`config.mk`:
```
export PLATFORM = sky130hd
export DESIGN_NAME = id_stage_flat
export DESIGN_NICKNAME = d
export VERILOG_FILES = /design/src/rtl/id_stage_if.sv /design/src/rtl/id_stage.sv /design/src/flat_wrapper.sv
export SDC_FILE = /design/constraint.sdc
export NUM_CORES = 1
export LEC_CHECK = 0
export ABC_AREA = 1
export ABC_CLOCK_PERIOD_IN_PS = 2600
export BUFFER_PORTS_ARGS = -buffer_cell sky130_fd_sc_hd__buf_4
export CAP_MARGIN = 20
export CORE_MARGIN = 4
export CORE_UTILIZATION = 30
export DETAILED_ROUTE_END_ITERATION = 6
export PLACE_DENSITY = 0.65
export SYNTH_ARGS = -nofsm -noshare
export SYNTH_HDL_FRONTEND = slang
export SYNTH_SLANG_ARGS = --single-unit
```
`constraint.sdc`:
```
create_clock -name clk -period 2.6 [get_ports clk]
set_input_delay 0.13 -clock clk [delete_from_list [all_inputs] [get_ports clk]]
set_output_delay 0.13 -clock clk [all_outputs]
set_load 0.02 [all_outputs]
```
`src/rtl/id_stage_if.sv`:
```
// Fetch <-> decode link for id_stage.
// The fetch stage presents the word at its current PC; the decode stage
// answers with the PC advance enable, the branch-select and the branch offset.
interface id_stage_if;
  logic [31:0] instruction;
  logic        PC_WE;
  logic        PC_Src;
  logic [15:0] offset;

  // Fetch side: owns the PC and drives the instruction word.
  modport master (
    output instruction,
    input  PC_WE,
    input  PC_Src,
    input  offset
  );

  // Decode side: consumes the instruction and steers the PC.
  modport slave (
    input  instruction,
    output PC_WE,
    output PC_Src,
    output offset
  );
endinterface

```
`src/rtl/id_stage.sv`:
```
// Instruction-decode stage.
// Holds the IF/ID register, resolves BEQ in ID (one-cycle squash of the
// wrong-path fetch), stalls one cycle for EX load-use and branch-use hazards,
// and produces the registered ID/EX bundle. HALT stops the PC until reset.
// Optional macro ID_PERF_EN adds saturating stall_cnt / flush_cnt outputs.
module id_stage #(
  parameter logic [5:0] OP_RTYPE = 6'h00,
  parameter logic [5:0] OP_ADDI  = 6'h08,
  parameter logic [5:0] OP_LW    = 6'h23,
  parameter logic [5:0] OP_SW    = 6'h2B,
  parameter logic [5:0] OP_BEQ   = 6'h04,
  parameter logic [5:0] OP_HALT  = 6'h3F
) (
  input  logic        clk,
  input  logic        reset_n,
  id_stage_if.slave   fetch,
  input  logic [31:0] rs_data,
  input  logic [31:0] rt_data,
  output logic [4:0]  rs_addr,
  output logic [4:0]  rt_addr,
  output logic        ex_valid,
  output logic [5:0]  ex_op,
  output logic [5:0]  ex_funct,
  output logic [4:0]  ex_dest,
  output logic [15:0] ex_imm,
  output logic [31:0] ex_rs_val,
  output logic [31:0] ex_rt_val,
  output logic        ex_reg_write,
  output logic        ex_mem_read,
  output logic        ex_mem_write,
  output logic        illegal,
  output logic        halted
`ifdef ID_PERF_EN
  ,
  output logic [15:0] stall_cnt,
  output logic [15:0] flush_cnt
`endif
);

  typedef enum logic [1:0] {
    ST_BOOT = 2'd0,
    ST_RUN  = 2'd1,
    ST_HALT = 2'd2
  } state_t;

  state_t      state_reg;
  state_t      state_next;

  // IF/ID register
  logic        ifid_valid_reg;
  logic [31:0] ifid_instr_reg;

  // ID/EX register
  logic        ex_valid_reg;
  logic [5:0]  ex_op_reg;
  logic [5:0]  ex_funct_reg;
  logic [4:0]  ex_dest_reg;
  logic [15:0] ex_imm_reg;
  logic [31:0] ex_rs_val_reg;
  logic [31:0] ex_rt_val_reg;
  logic        ex_reg_write_reg;
  logic        ex_mem_read_reg;
  logic        ex_mem_write_reg;
  logic        illegal_reg;

  // IF/ID field split
  logic [5:0]  id_op;
  logic [4:0]  id_rs;
  logic [4:0]  id_rt;
  logic [4:0]  id_rd;
  logic [15:0] id_imm;
  logic [5:0]  id_funct;
  logic        unused_shamt;

  // Decode results
  logic [4:0]  dec_dest;
  logic        dec_reg_write;
  logic        dec_mem_read;
  logic        dec_mem_write;
  logic        dec_known;

  // Hazard / control
  logic        uses_rt;
  logic        load_use;
  logic        branch_use;
  logic        stall;
  logic        issue;
  logic        branch_taken;
  logic        halt_hit;
  logic        pc_we;
  logic        pc_src;

  assign id_op        = ifid_instr_reg[31:26];
  assign id_rs        = ifid_instr_reg[25:21];
  assign id_rt        = ifid_instr_reg[20:16];
  assign id_rd        = ifid_instr_reg[15:11];
  assign id_imm       = ifid_instr_reg[15:0];
  assign id_funct     = ifid_instr_reg[5:0];
  // Shift amount is carried to EX inside ex_imm, never decoded here.
  assign unused_shamt = ^ifid_instr_reg[10:6];

  assign rs_addr = id_rs;
  assign rt_addr = id_rt;

  // Opcode decode: destination, write enables and legality.
  always_comb begin
    dec_dest      = 5'd0;
    dec_reg_write = 1'b0;
    dec_mem_read  = 1'b0;
    dec_mem_write = 1'b0;
    dec_known     = 1'b1;
    case (id_op)
      OP_RTYPE: begin
        dec_dest      = id_rd;
        dec_reg_write = 1'b1;
      end
      OP_ADDI: begin
        dec_dest      = id_rt;
        dec_reg_write = 1'b1;
      end
      OP_LW: begin
        dec_dest      = id_rt;
        dec_reg_write = 1'b1;
        dec_mem_read  = 1'b1;
      end
      OP_SW: begin
        dec_mem_write = 1'b1;
      end
      OP_BEQ, OP_HALT: begin
        dec_dest = 5'd0;
      end
      default: begin
        dec_known = 1'b0;
      end
    endcase
    // r0 is hard-wired; a write to it (including the all-zero NOP) is dropped.
    if (dec_dest == 5'd0) begin
      dec_reg_write = 1'b0;
    end
  end

  // rt is a source operand only for R-type, BEQ and SW.
  assign uses_rt = (id_op == OP_RTYPE) | (id_op == OP_BEQ) | (id_op == OP_SW);

  assign load_use = ex_valid_reg & ex_mem_read_reg & (ex_dest_reg != 5'd0) &
                    ((id_rs == ex_dest_reg) | (uses_rt & (id_rt == ex_dest_reg)));

  // BEQ compares in ID, so any in-flight EX result it reads must land first.
  assign branch_use = (id_op == OP_BEQ) & ex_valid_reg & ex_reg_write_reg &
                      ((ex_dest_reg == id_rs) | (ex_dest_reg == id_rt));

  assign stall        = ifid_valid_reg & (load_use | branch_use);
  assign issue        = ifid_valid_reg & ~stall;
  assign branch_taken = issue & (id_op == OP_BEQ) & (rs_data == rt_data);
  assign halt_hit     = issue & (id_op == OP_HALT);

  // State register.
  always_ff @(posedge clk or negedge reset_n) begin
    if (!reset_n) begin
      state_reg <= ST_BOOT;
    end else begin
      state_reg <= state_next;
    end
  end

  // Next state and PC controls; only RUN ever moves the PC.
  always_comb begin
    state_next = state_reg;
    pc_we      = 1'b0;
    pc_src     = 1'b0;
    case (state_reg)
      ST_BOOT: begin
        state_next = ST_RUN;
      end
      ST_RUN: begin
        pc_we  = ~stall;
        pc_src = branch_taken;
        if (halt_hit) begin
          state_next = ST_HALT;
        end
      end
      ST_HALT: begin
        state_next = ST_HALT;
      end
      default: begin
        state_next = ST_BOOT;
      end
    endcase
  end

  assign fetch.PC_WE  = pc_we;
  assign fetch.PC_Src = pc_src;
  assign fetch.offset = ifid_valid_reg ? id_imm : 16'd0;
  assign halted       = (state_reg == ST_HALT);

  // IF/ID capture; the word fetched alongside a taken branch is squashed.
  always_ff @(posedge clk or negedge reset_n) begin
    if (!reset_n) begin
      ifid_valid_reg <= 1'b0;
      ifid_instr_reg <= 32'd0;
    end else if (pc_we) begin
      ifid_valid_reg <= ~pc_src;
      ifid_instr_reg <= fetch.instruction;
    end
  end

  // ID/EX capture; stalls, empty slots, illegal opcodes and halt idle become bubbles.
  always_ff @(posedge clk or negedge reset_n) begin
    if (!reset_n) begin
      ex_valid_reg     <= 1'b0;
      ex_op_reg        <= 6'd0;
      ex_funct_reg     <= 6'd0;
      ex_dest_reg      <= 5'd0;
      ex_imm_reg       <= 16'd0;
      ex_rs_val_reg    <= 32'd0;
      ex_rt_val_reg    <= 32'd0;
      ex_reg_write_reg <= 1'b0;
      ex_mem_read_reg  <= 1'b0;
      ex_mem_write_reg <= 1'b0;
      illegal_reg      <= 1'b0;
    end else begin
      illegal_reg <= (state_reg == ST_RUN) & issue & ~dec_known;
      if ((state_reg == ST_RUN) && issue && dec_known) begin
        ex_valid_reg     <= 1'b1;
        ex_op_reg        <= id_op;
        ex_funct_reg     <= id_funct;
        ex_dest_reg      <= dec_dest;
        ex_imm_reg       <= id_imm;
        ex_rs_val_reg    <= rs_data;
        ex_rt_val_reg    <= rt_data;
        ex_reg_write_reg <= dec_reg_write;
        ex_mem_read_reg  <= dec_mem_read;
        ex_mem_write_reg <= dec_mem_write;
      end else begin
        ex_valid_reg     <= 1'b0;
        ex_op_reg        <= 6'd0;
        ex_funct_reg     <= 6'd0;
        ex_dest_reg      <= 5'd0;
        ex_imm_reg       <= 16'd0;
        ex_rs_val_reg    <= 32'd0;
        ex_rt_val_reg    <= 32'd0;
        ex_reg_write_reg <= 1'b0;
        ex_mem_read_reg  <= 1'b0;
        ex_mem_write_reg <= 1'b0;
      end
    end
  end

  assign ex_valid     = ex_valid_reg;
  assign ex_op        = ex_op_reg;
  assign ex_funct     = ex_funct_reg;
  assign ex_dest      = ex_dest_reg;
  assign ex_imm       = ex_imm_reg;
  assign ex_rs_val    = ex_rs_val_reg;
  assign ex_rt_val    = ex_rt_val_reg;
  assign ex_reg_write = ex_reg_write_reg;
  assign ex_mem_read  = ex_mem_read_reg;
  assign ex_mem_write = ex_mem_write_reg;
  assign illegal      = illegal_reg;

`ifdef ID_PERF_EN
  // Event 0 = a stall cycle, event 1 = a squash (taken branch).
  logic [1:0] perf_inc;
  assign perf_inc[0] = (state_reg == ST_RUN) & stall;
  assign perf_inc[1] = pc_src;

  genvar gi;
  generate
    for (gi = 0; gi < 2; gi++) begin : g_perf
      logic [15:0] cnt_reg;
      // Saturating event counter.
      always_ff @(posedge clk or negedge reset_n) begin
        if (!reset_n) begin
          cnt_reg <= 16'd0;
        end else if (perf_inc[gi] && (cnt_reg != 16'hFFFF)) begin
          cnt_reg <= cnt_reg + 16'd1;
        end
      end
    end
  endgenerate

  assign stall_cnt = g_perf[0].cnt_reg;
  assign flush_cnt = g_perf[1].cnt_reg;
`endif

endmodule

```
`src/flat_wrapper.sv`:
```
// flat-port wrapper written by rule: the top's interface ports become plain ports
module id_stage_flat 
#(
  parameter logic [5:0] OP_RTYPE = 6'h00,
  parameter logic [5:0] OP_ADDI  = 6'h08,
  parameter logic [5:0] OP_LW    = 6'h23,
  parameter logic [5:0] OP_SW    = 6'h2B,
  parameter logic [5:0] OP_BEQ   = 6'h04,
  parameter logic [5:0] OP_HALT  = 6'h3F
)
  (clk, reset_n, rs_data, rt_data, rs_addr, rt_addr, ex_valid, ex_op, ex_funct, ex_dest, ex_imm, ex_rs_val, ex_rt_val, ex_reg_write, ex_mem_read, ex_mem_write, illegal, halted, fetch_instruction, fetch_PC_WE, fetch_PC_Src, fetch_offset);
  id_stage_if fetch_i ();
  input  logic clk;
  input  logic reset_n;
  input  logic [31:0] rs_data;
  input  logic [31:0] rt_data;
  output logic [4:0] rs_addr;
  output logic [4:0] rt_addr;
  output logic ex_valid;
  output logic [5:0] ex_op;
  output logic [5:0] ex_funct;
  output logic [4:0] ex_dest;
  output logic [15:0] ex_imm;
  output logic [31:0] ex_rs_val;
  output logic [31:0] ex_rt_val;
  output logic ex_reg_write;
  output logic ex_mem_read;
  output logic ex_mem_write;
  output logic illegal;
  output logic halted;
  input wire logic [$bits(fetch_i.instruction)-1:0] fetch_instruction;
  output wire logic [$bits(fetch_i.PC_WE)-1:0] fetch_PC_WE;
  output wire logic [$bits(fetch_i.PC_Src)-1:0] fetch_PC_Src;
  output wire logic [$bits(fetch_i.offset)-1:0] fetch_offset;
  assign fetch_i.instruction = fetch_instruction;
  assign fetch_PC_WE = fetch_i.PC_WE;
  assign fetch_PC_Src = fetch_i.PC_Src;
  assign fetch_offset = fetch_i.offset;
  id_stage #(.OP_RTYPE(OP_RTYPE), .OP_ADDI(OP_ADDI), .OP_LW(OP_LW), .OP_SW(OP_SW), .OP_BEQ(OP_BEQ), .OP_HALT(OP_HALT)) u_core (.clk(clk), .reset_n(reset_n), .fetch(fetch_i), .rs_data(rs_data), .rt_data(rt_data), .rs_addr(rs_addr), .rt_addr(rt_addr), .ex_valid(ex_valid), .ex_op(ex_op), .ex_funct(ex_funct), .ex_dest(ex_dest), .ex_imm(ex_imm), .ex_rs_val(ex_rs_val), .ex_rt_val(ex_rt_val), .ex_reg_write(ex_reg_write), .ex_mem_read(ex_mem_read), .ex_mem_write(ex_mem_write), .illegal(illegal), .halted(halted));
endmodule
```
==> Flow_metrics.wiki <==
{| class="wikitable"
! Metric !! Value
|-
| Run status || finished clean
|-
| Synthesis-to-layout area growth || 61.3%
|-
| First-pass GRT wire length || 29700 um
|-
| Number of nets with antenna violations after detailed routing || 0
|-
| Depth of the worst register-to-register path || 13
|-
| Power density over cell area || 608 nW/um^2
|-
| Worst-margin pin slew || 0.480 ns
|-
| Synth Instances || 684
|-
| Synth unique cells || 32
|-
| Register-to-register setup slack || 0.46 ns
|-
| Worst Skew || 0.0108 ns
|-
| Post-DR vias/cell || 4.26
|-
| End of the worst register-to-register path || u_core.ex_funct[0]
|-
| Total Die Area || 21500 sq um
|-
| Worst hold path depth || 3
|-
| I/O pin count || 229
|-
| Area of the mapped netlist || 5760 sq um
|-
| Number of DRC markers after the initial detailed-route iteration || 228
|-
| Sequence of cells on the critical path || nor2_1, nand2_1, inv_2, nand2_1, nand2_1, nand2_1, nand2_1, nand3_1, nand2_1, inv_4, buf_4
|-
| Routability congestion estimate from global placement || 0.815
|-
| Crit-path slowest cell || dfrtp_1
|-
| Site Rows || 50
|-
| Dpl hpwl || 13300 um
|-
| All-Layer GR Usage || 17.6%
|-
| Nets in the synthesized netlist || 785
|-
| Latest clock arrival within the worst-skew pair || 0.42 ns
|-
| Max Freq || 440 MHz
|-
| Total power draw || 0.00565 W
|-
| RSZ-0062 raised after global routing || no
|-
| Min setup slack post-route || 0.326 ns
|-
| Proportion of layout cells with a drive suffix above 1 || 28.0%
|-
| Buffers added on ports || 228
|-
| Yosys top cell by area || dfrtp_1
|-
| Hold violation count in the final report || 0
|-
| Worst endpoint required time || 2.47 ns
|-
| Hold wc startpoint || rs_data[15]
|-
| Post-Synthesis Mean Instance Area || 8.41 sq um
|-
| Number of buffers created by CTS || 17
|-
| Slowest stage delay, CP || 0.40 ns
|-
| Portion of synthesized cell area occupied by the leading cell type || 57.0%
|-
| Worst setup path class || reg2out
|-
| Finish-stage setup viols || 0
|-
| Minimum clock period after layout || 2.27 ns
|-
| Routed via count || 5311
|-
| Nature of the critical path startpoint || flip-flop
|-
| Worst-path fanout max || 33
|-
| Flip-flop and latch count after synthesis || 131
|-
| Die boundary height || 147 um
|-
| Slew Limit Fails || 0
|-
| RR Startpoint || u_core.ifid_instr_reg[27]
|-
| Routed wire per std cell || 14.9 um
|-
| Clock transition time at the flip-flop clock pins of the worst setup and hold paths || 0.06 ns
|-
| Root buffer selected by CTS || clkbuf_16
|-
| Highest ir drop seen on vdd || 0.425 mV
|-
| Warning count from the yosys run || 0
|-
| Pin count of the biggest net entering global routing || 61
|-
| Fillcell total || 1739
|-
| Number of optimization iterations in the first detailed-route pass || 4
|-
| Endpoint of the worst hold-timing path || u_core.ex_rs_val[15]
|-
| Std-Cell Core Area || 18800 sq um
|-
| Final antenna diode count || 0
|-
| Number of sinks on the clock net || 131
|-
| Number of max-capacitance violations reported || 0
|-
| Via count of the first global-routing pass || 5689
|-
| Post-synthesis sequential area ratio || 57.0%
|-
| Most used cell along the critical path || nand2_1
|-
| Final non-filler cell area || 9290 sq um
|-
| Total detailed-routing wirelength || 18500 um
|-
| Nets || 1100
|-
| Setup Total Neg Slack || 0 ns
|-
| GR Overflow Total || 0
|-
| Pre-CTS setup slack || 0.460 ns
|-
| Cell area reported after detailed placement || 7600 sq um
|-
| Buffers from clock root to sink, at most || 2
|-
| Count of H-tree levels built during CTS || 4
|-
| Effective utilization at floorplan || 30.7%
|-
| Clock tree from TritonCTS || done
|-
| Arrival time at the worst endpoint || 2.14 ns
|-
| Initial antenna violation count || 0
|-
| Ranking of synthesized cells by area || dfrtp_1, nand2_1, nor2_1
|-
| Hold crit path type || in2reg
|-
| Fin crit share || 87.5%
|-
| Horiz. Die Dim || 147 um
|-
| Crit end category || primary output
|-
| Static leakage power || 5.26 nW
|-
| Max transition margin || 67.8%
|-
| DR DRC count || 0
|}
## cells in the final DEF, fill, tap and decap left out, types with 2 or more instances in the layout
| cell | synthesis | final |
|---|---|---|
| buf_4 | 16 | 230 |
| nand2_1 | 184 | 184 |
| dfrtp_1 | 131 | 131 |
| nor2_1 | 126 | 126 |
| inv_1 | 111 | 111 |
| dlygate4sd3_1 | 0 | 96 |
| nand3_1 | 17 | 17 |
| clkbuf_16 | 0 | 17 |
| xnor2_1 | 10 | 10 |
| nor2_2 | 10 | 10 |
| nor3_1 | 10 | 10 |
| xor2_1 | 8 | 8 |
| bufinv_16 | 0 | 8 |
| nand4_1 | 7 | 7 |
| nor3b_1 | 7 | 7 |
| o21ai_0 | 6 | 6 |
| a22oi_1 | 5 | 5 |
| inv_2 | 4 | 3 |
| ha_1 | 3 | 3 |
| buf_12 | 0 | 3 |
| clkinvlp_4 | 0 | 2 |
## cell usage after synthesis (all sizes together)
library cell,count
nand2,185
nor2,136
dfrtp,131
inv,115
buf,33
nand3,18
nor3,10
xnor2,10
xor2,8
nand4,7
nor3b,7
o21ai,7
a22oi,5
ha,3
or2,2
a21boi,1
a21oi,1
and3,1
clkbuf,1
nand2b,1
nor4,1
or3,1
## report_power, final
part | internal [W] | switching, W | total (W)
clock | 0.00202 | 0.000914 | 0.00293
sequential | 0.00207 | 0.0000343 | 0.00211
combinational | 0.000311 | 0.000298 | 0.000608
total | 0.00440 | 0.00125 | 0.00565
## worst max-delay path by stage
stage                                    from             endpoint  slack, ns
floorplan                   u_core.ex_dest[1]  u_core.ex_rt_val[4]       0.92
global placement    u_core.ifid_instr_reg[31]     u_core.ex_imm[6]       0.52
detailed placement  u_core.ifid_instr_reg[31]    u_core.ex_imm[12]       0.46
CTS                 u_core.ifid_instr_reg[31]          fetch_PC_WE       0.12
global route        u_core.ifid_instr_reg[31]          fetch_PC_WE       0.08
finish              u_core.ifid_instr_reg[31]          fetch_PC_WE       0.33
## kinds of logic after synthesis
| group | after synthesis | synth area share [%] |
|---|---|---|
| AOI/OAI and AO/OA | 14 | 1.48 |
| adders and majority gates | 3 | 0.652 |
| buffers and inverters | 149 | 11.8 |
| xor gates and xnor gates | 18 | 2.74 |
| and+or+nand+nor | 369 | 26.3 |
| DFF | 131 | 57.0 |
## final cells by class
cell class | instances | area (sq um) | share of cell area [%]
clock inverters | 13 | 278 | 2.99
clock buffers | 19 | 443 | 4.77
multi-input cells | 404 | 1800 | 19.4
flip-flops and latches | 131 | 3280 | 35.3
inverters | 115 | 434 | 4.68
repair buffers | 330 | 2760 | 29.7
well taps | 234 | 293 | 3.15
## what timing repair did
action	in CTS	in global routing
buffers inserted	0	0
hold endpoints to repair	135	0
hold buffers	96	0
gates resized for setup	0	2
setup endpoints to repair	0	1
## stage by stage
step                hold slack, ns  util, %  std cells
CTS                        0.00156     49.5       1246
detailed placement          0.0750     40.5       1118
floorplan                   -0.166        -        684
global placement            0.0680     40.5       1118
global route               0.00873     49.5       1246
finish                     0.00556     49.5       1246
## worst max-delay path, delay by kind of cell, from the launching register on
family | cells | cell delay, ns
simple gates | 8 | 0.73
buf+inv | 3 | 0.58
flops | 1 | 0.40
## layer usage
layer / GRT usage (%) / vias up / part of all wire, %
met3: 5.40 / 25 / 5.8
met1: 19.3 / 2475 / 40
li1: - / 2632 / -
met4: 5.60 / 0 / 1.9
met2: 32.3 / 179 / 52
met5: 0 / - / 0
Note: power is estimated with default switching activity, not from simulation.
